`config.mk`:
```
export PLATFORM = sky130hd
export DESIGN_NAME = fetch_stage
export DESIGN_NICKNAME = d
export VERILOG_FILES = /design/src/rtl/fetch_stage.sv
export SDC_FILE = /design/constraint.sdc
export NUM_CORES = 1
export LEC_CHECK = 0
export ABC_AREA = 1
export ABC_CLOCK_PERIOD_IN_PS = 2310
export CAP_MARGIN = 20
export CORE_UTILIZATION = 47
export CTS_BUF_LIST = sky130_fd_sc_hd__clkbuf_8 sky130_fd_sc_hd__clkbuf_16
export DETAILED_ROUTE_END_ITERATION = 6
export GPL_TIMING_DRIVEN = 1
export PLACE_DENSITY = 0.78
export SYNTH_ARGS = -nofsm -noshare
export SYNTH_HDL_FRONTEND = slang
export SYNTH_SLANG_ARGS = --single-unit
export TNS_END_PERCENT = 10
```
`constraint.sdc`:
```
create_clock -name clk -period 2.31 [get_ports clk]
set_clock_uncertainty 0.2 [all_clocks]
set_input_delay 0.462 -clock clk [delete_from_list [all_inputs] [get_ports clk]]
set_output_delay 0.462 -clock clk [all_outputs]
set_load 0.03 [all_outputs]
```
`src/rtl/fetch_stage.sv`:
```
// Instruction-fetch stage with IF/ID pipeline register for the 5-stage MIPS core.
// Resolves the next PC from D-stage redirects (jr > jump > branch), keeping one delay slot.
module fetch_stage #(
    parameter logic [31:0] PC_RESET = 32'h0000_3000,
    parameter int unsigned IM_DEPTH = 1024
) (
    input  logic        clk,
    input  logic        reset,
    input  logic        stall,
    input  logic        clr_d,
    input  logic        br_taken,
    input  logic        jump,
    input  logic        jr,
    input  logic [31:0] jr_target,
    output logic [31:0] im_addr,
    input  logic [31:0] im_rdata,
    output logic [31:0] instr_d,
    output logic [31:0] pc_d,
    output logic [31:0] pc8_d,
    output logic        fetch_err_d
);

    localparam logic [32:0] PC_LO = {1'b0, PC_RESET};
    localparam logic [32:0] PC_HI = {1'b0, PC_RESET} + (33'(IM_DEPTH) << 2);

    // Misaligned or outside the instruction-memory window; compared in 33 bits so the
    // upper bound never overflows.
    function automatic logic fetch_addr_bad(input logic [31:0] addr);
        logic [32:0] a_ext;
        a_ext = {1'b0, addr};
        return (addr[1:0] != 2'b00) || (a_ext < PC_LO) || (a_ext >= PC_HI);
    endfunction

    logic [31:0] pc_if_q,    pc_if_d;
    logic [31:0] instr_id_q, instr_id_d;
    logic [31:0] pc_id_q,    pc_id_d;
    logic [31:0] pc8_id_q,   pc8_id_d;
    logic        err_id_q,   err_id_d;

    logic [31:0] pc_plus4_s;
    logic [31:0] pc_plus8_s;
    logic [31:0] br_tgt_s;
    logic [31:0] j_tgt_s;
    logic        fetch_bad_s;

    // Redirect targets and fetch-address check
    always_comb begin
        pc_plus4_s  = pc_if_q + 32'd4;
        pc_plus8_s  = pc_if_q + 32'd8;
        br_tgt_s    = pc_id_q + 32'd4 + {{14{instr_id_q[15]}}, instr_id_q[15:0], 2'b00};
        j_tgt_s     = {pc_id_q[31:28], instr_id_q[25:0], 2'b00};
        fetch_bad_s = fetch_addr_bad(pc_if_q);
    end

    // Next PC: the stalled D instruction keeps its redirect request alive until release
    always_comb begin
        pc_if_d = pc_plus4_s;
        if (stall) begin
            pc_if_d = pc_if_q;
        end else if (jr) begin
            pc_if_d = jr_target;
        end else if (jump) begin
            pc_if_d = j_tgt_s;
        end else if (br_taken) begin
            pc_if_d = br_tgt_s;
        end else begin
            pc_if_d = pc_plus4_s;
        end
    end

    // IF/ID next state: bubble beats hold; a bad fetch address injects a nop
    always_comb begin
        instr_id_d = instr_id_q;
        pc_id_d    = pc_id_q;
        pc8_id_d   = pc8_id_q;
        err_id_d   = err_id_q;
        if (clr_d) begin
            instr_id_d = 32'd0;
            pc_id_d    = 32'd0;
            pc8_id_d   = 32'd0;
            err_id_d   = 1'b0;
        end else if (stall) begin
            instr_id_d = instr_id_q;
            pc_id_d    = pc_id_q;
            pc8_id_d   = pc8_id_q;
            err_id_d   = err_id_q;
        end else if (fetch_bad_s) begin
            instr_id_d = 32'd0;
            pc_id_d    = pc_if_q;
            pc8_id_d   = pc_plus8_s;
            err_id_d   = 1'b1;
        end else begin
            instr_id_d = im_rdata;
            pc_id_d    = pc_if_q;
            pc8_id_d   = pc_plus8_s;
            err_id_d   = 1'b0;
        end
    end

    // PC and IF/ID registers
    always_ff @(posedge clk or negedge reset) begin
        if (!reset) begin
            pc_if_q    <= PC_RESET;
            instr_id_q <= 32'd0;
            pc_id_q    <= 32'd0;
            pc8_id_q   <= 32'd0;
            err_id_q   <= 1'b0;
        end else begin
            pc_if_q    <= pc_if_d;
            instr_id_q <= instr_id_d;
            pc_id_q    <= pc_id_d;
            pc8_id_q   <= pc8_id_d;
            err_id_q   <= err_id_d;
        end
    end

    assign im_addr     = pc_if_q;
    assign instr_d     = instr_id_q;
    assign pc_d        = pc_id_q;
    assign pc8_d       = pc8_id_q;
    assign fetch_err_d = err_id_q;

endmodule

```
==> reports/qor.yml, run 1 <==
synth_top_area_share_pct: 33.74
max-cap-violations: 0
h-tree-depth: 4
dpl.hpwl_mm: 30.65
slew_headroom_pct: 59.21
finish.utilization_pct: 78.00
worst_pin_slew_ns: 0.6119
cts.sinks: 126
fin_area_um2: 14790
worstPathMaxFanout: 4
grt_pass1_wl_mm: 63.42
startpoint: "pc_d[3]$_DFFE_PN0P_"
syn_inst: 1359
synth.distinct_cells: 41
cts.clk_slew.worst_paths_ns: 0.06
crit_cells: 13
r2r.worst_path.cells: 13
finalCriticalPeriod_ns: 2.540
cp-end-kind: "flip-flop"
clk-insertion-delay-late_ns: 0.45
ant_nets: 0
status: "finished, violations left"
place_area_um2: 13100
first_iter_violations: 1188
grt_use_met1_pct: 54.88
met3_usage_pct: 11.41
die_h_um: 141.9
clockBufferDepth: 2
busiest_layer: "met2"
synth_edf_count: 0
cts_tree: "built"
finalCritPeriodShare_pct: 110.0
ff2ff_setup_slack_ns: -0.23
ir_worst_vdd_v: 0.0004741
layout-drive-gt1-share_pct: 25.80
fp.dieW_um: 141.9
synth_area_um2: 9196
crit_type: "reg2reg"
met2_usage_pct: 66.35
start_util_pct: 48.51
fillCellCount: 1350
fin_cells: 2004
power.leakage_nw: 7.264
p_per_area_nw_per_um2: 504.4
r2r-end: "im_addr[9]$_DFFE_PN0N_"
hold_class: "reg2reg"
crit_path_end: "im_addr[9]$_DFFE_PN0N_"
syn_nets: 1491
async_flop_share_pct: 100.0
synthToLayoutAreaGrowth_pct: 60.78
numCtsBuffers: 17
antenna_found_initial: 2
synth_area_leaders: "dfrtp_1 (34%), nand2_1 (18%), ha_1 (8.2%)"
wirelength_mm: 42.94
cp.required_ns: 2.42
num_io_pins: 200
drt_pass1_iterations: 6
worstReg2RegStart: "pc_d[3]$_DFFE_PN0P_"
clk_root_buffer_cell: "clkbuf_16"
yosys_warnings: 0
grt_usage_pct: 42.46
drv_slew: 0
port_buffers: 199
avgRoutedWirePerCell_um: 21.43
violations: "negative setup slack"
first_global_vias: 11320
critical_path.top_delay_family: "adder cells"
synth-seq-cells: 126
syn-mean-instance-area_um2: 6.767
ys_seq_area_share_pct: 34.31
ys.flop_type: "dfrtp_1"
cpPeakStageDelay_ns: 0.43
path_cells: "ha_4 > ha_4 > fa_2 > nand3_2 > nand3_4 > nand2_2 > nand2_4 > buf_4 > xor2_1 > nand2_1 > nand3_1 > nand2_1 > o21ai_0"
gp_congestion: 1.006
power_mw: 7.458
drc_errors: 0
vias: 11540
rows: 50
setup_ws_ns: -0.2305
antenna_cells: 0
finalHoldViolCount: 0
synth_top_area_cell: "dfrtp_1"
crit_slowest_cell: "dfrtp_2"
worst-path-buf-inv: 1
grt_setup_unrepaired: "yes"
final-setup-viol-count: 24
fin_nets: 1863
vias_per_cell: 5.756
fin_setup_tns_ns: -3.251
timing.fmax_ghz: 0.3936
coreArea_um2: 18960
die_area_um2: 20130
critPathLaunchType: "flip-flop"
grt.overflow.total: 0
worstPathArrival_ns: 2.65
grt_max_degree: 83
place_inst: 1961
[cells in the mapped netlist, types with 2 or more instances]
cell,number
nor2_2,8
a221oi_1,2
nand4_1,22
dfrtp_1,124
or2_2,2
inv_2,6
buf_1,5
ha_1,60
o21ai_1,3
dfstp_2,2
clkbuf_1,28
nor2_1,90
buf_2,10
xor2_1,12
o31ai_1,3
buf_4,3
nand2_1,439
xnor2_1,2
o211ai_1,14
nor3_1,11
a32o_1,16
a31oi_1,3
nand3b_1,10
o21ai_0,95
inv_1,178
nor2_4,7
a22oi_1,2
a21oi_1,64
nand3_1,121
o22ai_1,6
[power by group]
group	total, mW	internal, mW	switching [mW]	leakage (nW)
Combinational	2.10	0.851	1.24	5.34
Sequential	2.53	2.36	0.169	1.64
Clock	2.84	1.64	1.20	0.290
[worst register-to-register path: cells and delay by family, from the launching register on]
family,cells,cell delay [ns]
xor+xnor,1,0.15
buf+inv,1,0.14
simple gates,7,0.62
fa+ha+maj,3,0.79
compound gates,1,0.08
flops,1,0.43
[how the worst min path moves through the flow]
stage | start | slack [ns] | cells after the start | to
finish | pc8_d[10]$_DFFE_PN0P_ | 0.30 | 2 | pc8_d[10]$_DFFE_PN0P_
global placement | pc8_d[31]$_DFFE_PN0P_ | 0.27 | 2 | pc8_d[31]$_DFFE_PN0P_
detailed placement | pc8_d[10]$_DFFE_PN0P_ | 0.27 | 2 | pc8_d[10]$_DFFE_PN0P_
global route | instr_d[27]$_DFFE_PN0P_ | 0.31 | 1 | instr_d[27]$_DFFE_PN0P_
floorplan | reset | -0.03 | 0 | fetch_err_d$_DFFE_PN0P_
CTS | pc8_d[3]$_DFFE_PN0P_ | 0.30 | 2 | pc8_d[3]$_DFFE_PN0P_
[flip-flops by register name, indices dropped and copies added (netlist names)]
| signal | cells |
|---|---|
| im_addr | 32 |
| pc_d | 32 |
| fetch_err_d | 1 |
| pc8_d | 29 |
| instr_d | 32 |
[metrics by stage]
step | worst slack (ns) | hold slack, ns
CTS | -0.1509 | 0.2968
finish | -0.2305 | 0.2952
floorplan | -0.02775 | -0.03359
global route | -0.3288 | 0.3109
global placement | -0.4132 | 0.2661
detailed placement | -0.3695 | 0.2746
[cell usage in the layout (no fill, tap or decap), types with 3 or more instances in the layout]
master / n
nand3_2: 24
nand2_2: 29
inv_6: 4
o211ai_1: 14
nor3_1: 11
o22ai_1: 6
clkdlybuf4s50_1: 150
buf_6: 5
nand3_1: 96
nand2_1: 397
a32o_1: 16
dfrtp_2: 19
inv_1: 169
o21ai_1: 12
ha_1: 8
a21oi_1: 55
o21ai_0: 85
nand4_1: 22
clkbuf_16: 17
nand2_4: 14
xor2_1: 12
inv_2: 15
dlygate4sd2_1: 28
nor2_4: 19
a31oi_1: 3
dfrtp_1: 104
nor2_1: 60
a21oi_2: 6
nor2_2: 26
o31ai_1: 3
dlymetal6s2s_1: 20
clkinv_2: 3
clkinv_4: 3
ha_4: 52
buf_4: 183
buf_12: 12
a21oi_4: 3
nand3b_1: 10
[what timing repair did]
action | in CTS | in global routing
gates resized for setup | 154 | 85
pin swaps | 38 | 32
setup endpoints to repair | 48 | 50
hold buffers | 1 | 0
endpoints found under the hold margin | 124 | 0
setup buffers | 7 | 3
[per-layer routing]
| metal | vias to the layer above | share of wire, % |
|---|---|---|
| met5 | - | 0.063 |
| met3 | 162 | 11 |
| li1 | 5169 | - |
| met1 | 5454 | 39 |
| met4 | 4 | 4.3 |
| met2 | 746 | 45 |
[cell type report]
| class | count | area (um2) | area share (%) |
|---|---|---|---|
| Timing Repair Buffer | 399 | 3677 | 24.87 |
| Clock inverter | 14 | 157.7 | 1.066 |
| Inverter | 186 | 699.4 | 4.730 |
| Clock buffer | 18 | 439.2 | 2.970 |
| Multi-Input combinational cell | 1001 | 6304 | 42.63 |
| Tap cell | 260 | 325.3 | 2.200 |
| Sequential cell | 126 | 3183 | 21.53 |
[cell families after synthesis]
logic type	synth area share, %
buffers and inverters	9.741
AND/OR/NAND/NOR	32.87
XOR/XNOR	1.333
AO/OA/AOI/OAI	13.36
flip-flops	34.31
adder cells (fa/ha/maj)	8.381
(Power assumes the default switching activity.)
==> inputs of run 2 (changes only) <==
SLEW_MARGIN = 10   (was unset)
==> results of run 2 <==
Same layout as run 1: the final DEF is identical, and so are final timing and power.
==> inputs of run 3 (changes only) <==
--- a/config.mk
+++ b/config.mk
@@ -9,8 +9,8 @@
 export ABC_CLOCK_PERIOD_IN_PS = 2310
-export CAP_MARGIN = 20
-export CORE_UTILIZATION = 47
+export CORE_UTILIZATION = 55
 export CTS_BUF_LIST = sky130_fd_sc_hd__clkbuf_8 sky130_fd_sc_hd__clkbuf_16
 export DETAILED_ROUTE_END_ITERATION = 6
+export DONT_BUFFER_PORTS = 1
 export GPL_TIMING_DRIVEN = 1
-export PLACE_DENSITY = 0.78
+export PLACE_DENSITY = 0.73
 export SLEW_MARGIN = 10
--- a/constraint.sdc
+++ b/constraint.sdc
@@ -4,2 +4,2 @@
 set_output_delay 0.462 -clock clk [all_outputs]
-set_load 0.03 [all_outputs]
+set_load 0.05 [all_outputs]
==> run 3 against run 2 <==
  * Final area down 14%
  * Largest cell class unchanged
  * Total power decreased by 2.7%
  * Flip-flop and latch count did not move
  * Worst setup slack lost 0.13 ns
  * Largest power group unchanged
  * Worst hold slack worse by 0.77 ns
  * The run ends with design-rule violations, negative hold slack, negative setup slack left
  * Register-to-register slack worse by 0.13 ns
  * Count of clock-buffer cells in the layout down 1
==> reports/qor.yml, run 3 (synthesis gave the netlist of run 1 again) <==
start_util_pct: 57.07  # +8.6 points
fp.dieW_um: 131.3  # -7.4%
fin_nets: 1665  # -11%
power_mw: 7.257  # -2.7%
grt_setup_unrepaired: "yes"
setup_ws_ns: -0.3582  # -0.1277 ns
cts.clk_slew.worst_paths_ns: 0.07  # about the same
synthToLayoutAreaGrowth_pct: 38.48
seq_power_share_pct: 36.8  # +2.9 points
grt_pass1_wl_mm: 59.34  # -6.4%
violations: "design-rule violations, negative hold slack, negative setup slack"
h-tree-depth: 4  # unchanged
p_per_area_nw_per_um2: 569.8  # +13%
clk_root_buffer_cell: "clkbuf_16"
finalCritPeriodShare_pct: 115.5  # +5.5 points
drv_slew: 0  # unchanged
grt.overflow.total: 0  # unchanged
cp.required_ns: 2.44  # +0.02 ns
clk-insertion-delay-late_ns: 0.43  # -0.02 ns
clockPowerShare_pct: 39.0  # +1.0 points
cts_tree: "built"
finalCriticalPeriod_ns: 2.668  # +0.1277 ns
fin_area_um2: 12730  # -14%
status: "finished, violations left"
drt_pass1_iterations: 7  # +1
dpl.hpwl_mm: 28.04  # -8.5%
power_frac_comb_pct: 24.2  # -3.9 points
cp-end-kind: "flip-flop"
vias_per_cell: 6.173  # +7.2%
worstPathArrival_ns: 2.80  # +0.15 ns
worstPathMaxFanout: 4  # unchanged
final-setup-viol-count: 24  # unchanged
rows: 46  # -8.0%
final_common_cell: "nand2_1"
first_global_vias: 10460  # -7.6%
die_h_um: 131.3  # -7.4%
numCtsBuffers: 17  # unchanged
p_int_mw: 4.546  # -6.2%
port_buffers: 0  # -100%
gp_congestion: 1.005  # -0.14%
num_io_pins: 200  # unchanged
cts.sinks: 126  # unchanged
avgRoutedWirePerCell_um: 23.06  # +7.6%
clockBufferDepth: 2  # unchanged
finalHoldViolCount: 126  # +126
grt_usage_pct: 45.60  # +3.1 points
first_iter_violations: 1430  # +20%
worst_pin_slew_ns: 0.8727  # +0.2608 ns
max-cap-violations: 0  # unchanged
grt_max_degree: 127  # +53%
coreArea_um2: 16120  # -15%
layout-drive-gt1-share_pct: 28.27  # +2.5 points
hold_ws_ns: -0.4789  # -0.7741 ns
ant_nets: 0  # unchanged
wirelength_mm: 40.68  # -5.2%
crit_type: "reg2reg"
place_area_um2: 10910  # -17%
die_area_um2: 17240  # -14%
vias: 10890  # -5.6%
p_sw_share_pct: 37.35  # +2.3 points
layout_common_cells: "nand2_1 (397), inv_1 (173), buf_4 (168)"
antenna_found_initial: 3  # +1
critPathLaunchType: "flip-flop"
power.leakage_nw: 6.054  # -17%
hold_class: "in2async"
timing.fmax_ghz: 0.3748  # -4.8%
drc_errors: 1  # +1
ir_worst_vdd_v: 0.0006543  # +38%
slew_headroom_pct: 41.63  # -18 points
switching_power_mw: 2.710  # +3.8%
hold_buffers: 26  # +25
==> run 3: cell types whose count changed in the layout (fill, tap and decap cells not counted), moves of 7 or more <==
| cell | previous run | this run |
|---|---|---|
| clkdlybuf4s50_1 | 150 | 0 |
| dlygate4sd2_1 | 28 | 0 |
| dlygate4sd3_1 | 1 | 26 |
| dfrtp_1 | 104 | 83 |
| dfrtp_2 | 19 | 40 |
| dlymetal6s2s_1 | 20 | 0 |
| buf_4 | 183 | 168 |
| buf_12 | 12 | 4 |
| nor2_2 | 26 | 18 |
| nor2_1 | 60 | 67 |
==> run 3: stage by stage <==
step / setup WS, ns / std cells / utilization, % / TNS [ns]
5_1_grt: -0.4418 / 1762 / 78.99 / -6.956
3_3_place_gp: -0.4105 / 1694 / 67.71 / -4.634
4_1_cts: -0.2536 / 1759 / 76.48 / -3.512
6_report: -0.3582 / 1764 / 79.02 / -4.621
2_1_floorplan: -0.04213 / 1359 / - / -0.4003
3_5_place_dp: -0.4230 / 1694 / 67.71 / -5.274
==> run 3: per-layer routing <==
layer | track usage (%) | up-vias | share of wire [%]
met5 | 0 | - | 0
met4 | 19.57 | 0 | 5.0
met3 | 15.90 | 190 | 14
met2 | 70.54 | 807 | 44
met1 | 57.69 | 5111 | 37
li1 | - | 4781 | -
==> run 3: final timing paths <==
kind	depth (start not counted)	slack [ns]	to	startpoint
worst max register to register	15	-0.36	im_addr[25]$_DFFE_PN0N_	pc_d[12]$_DFFE_PN0P_
worst min register to register	2	0.39	instr_d[0]$_DFFE_PN0P_	instr_d[0]$_DFFE_PN0P_
min in group clk	1	0	instr_d[2]$_DFFE_PN0P_	im_rdata[2]
worst max-delay path	15	-0.36	im_addr[25]$_DFFE_PN0N_	pc_d[12]$_DFFE_PN0P_
max in group asynchronous	0	2.14	im_addr[13]$_DFFE_PN1N_	reset
worst min-delay path	0	-0.48	instr_d[2]$_DFFE_PN0P_	reset
==> run 3: what timing repair did <==
action / CTS / global route
gates resized for setup: 68 / 96
gates cloned: 0 / 0
endpoints found under the setup margin: 26 / 29
setup buffers: 7 / 3
hold endpoints to repair: 165 / 126
pin swaps: 20 / 32
==> run 3: final cells by class <==
| cell class | instances | area, um2 |
|---|---|---|
| clock buffer | 17 | 425.4 |
| fill | 1166 | 3381 |
| antenna | 2 | 5.005 |
| sequential | 126 | 3209 |
| tap | 216 | 270.3 |
| timing repair buffer | 201 | 1635 |
| clock inverter | 15 | 177.7 |
| inverter | 186 | 699.4 |
| multi-input combinational | 1001 | 6312 |
==> run 3: critical path, cell delays in order, from the launching register on <==
cell and delay [ns]:
dfrtp_2 0.44, ha_4 0.30, ha_4 0.22, nand2_1 0.08, nand2_1 0.11, inv_1 0.17
nand2_1 0.13, buf_4 0.16, nand2_1 0.06, nand2_1 0.10, nand2_1 0.10, nand4_1 0.14
nand3_4 0.16, nand2_4 0.07, nand2_1 0.07, nand2_1 0.04
==> run 3: power by group through the flow <==
stage / combinational [mW] / sequential, mW / clock [mW]
floorplan: 0.599 / 3.06 / 0
global placement: 1.53 / 2.68 / 0
detailed placement: 1.55 / 2.68 / 0
CTS: 1.65 / 2.65 / 2.82
global route: 1.83 / 2.68 / 2.91
finish: 1.76 / 2.67 / 2.83
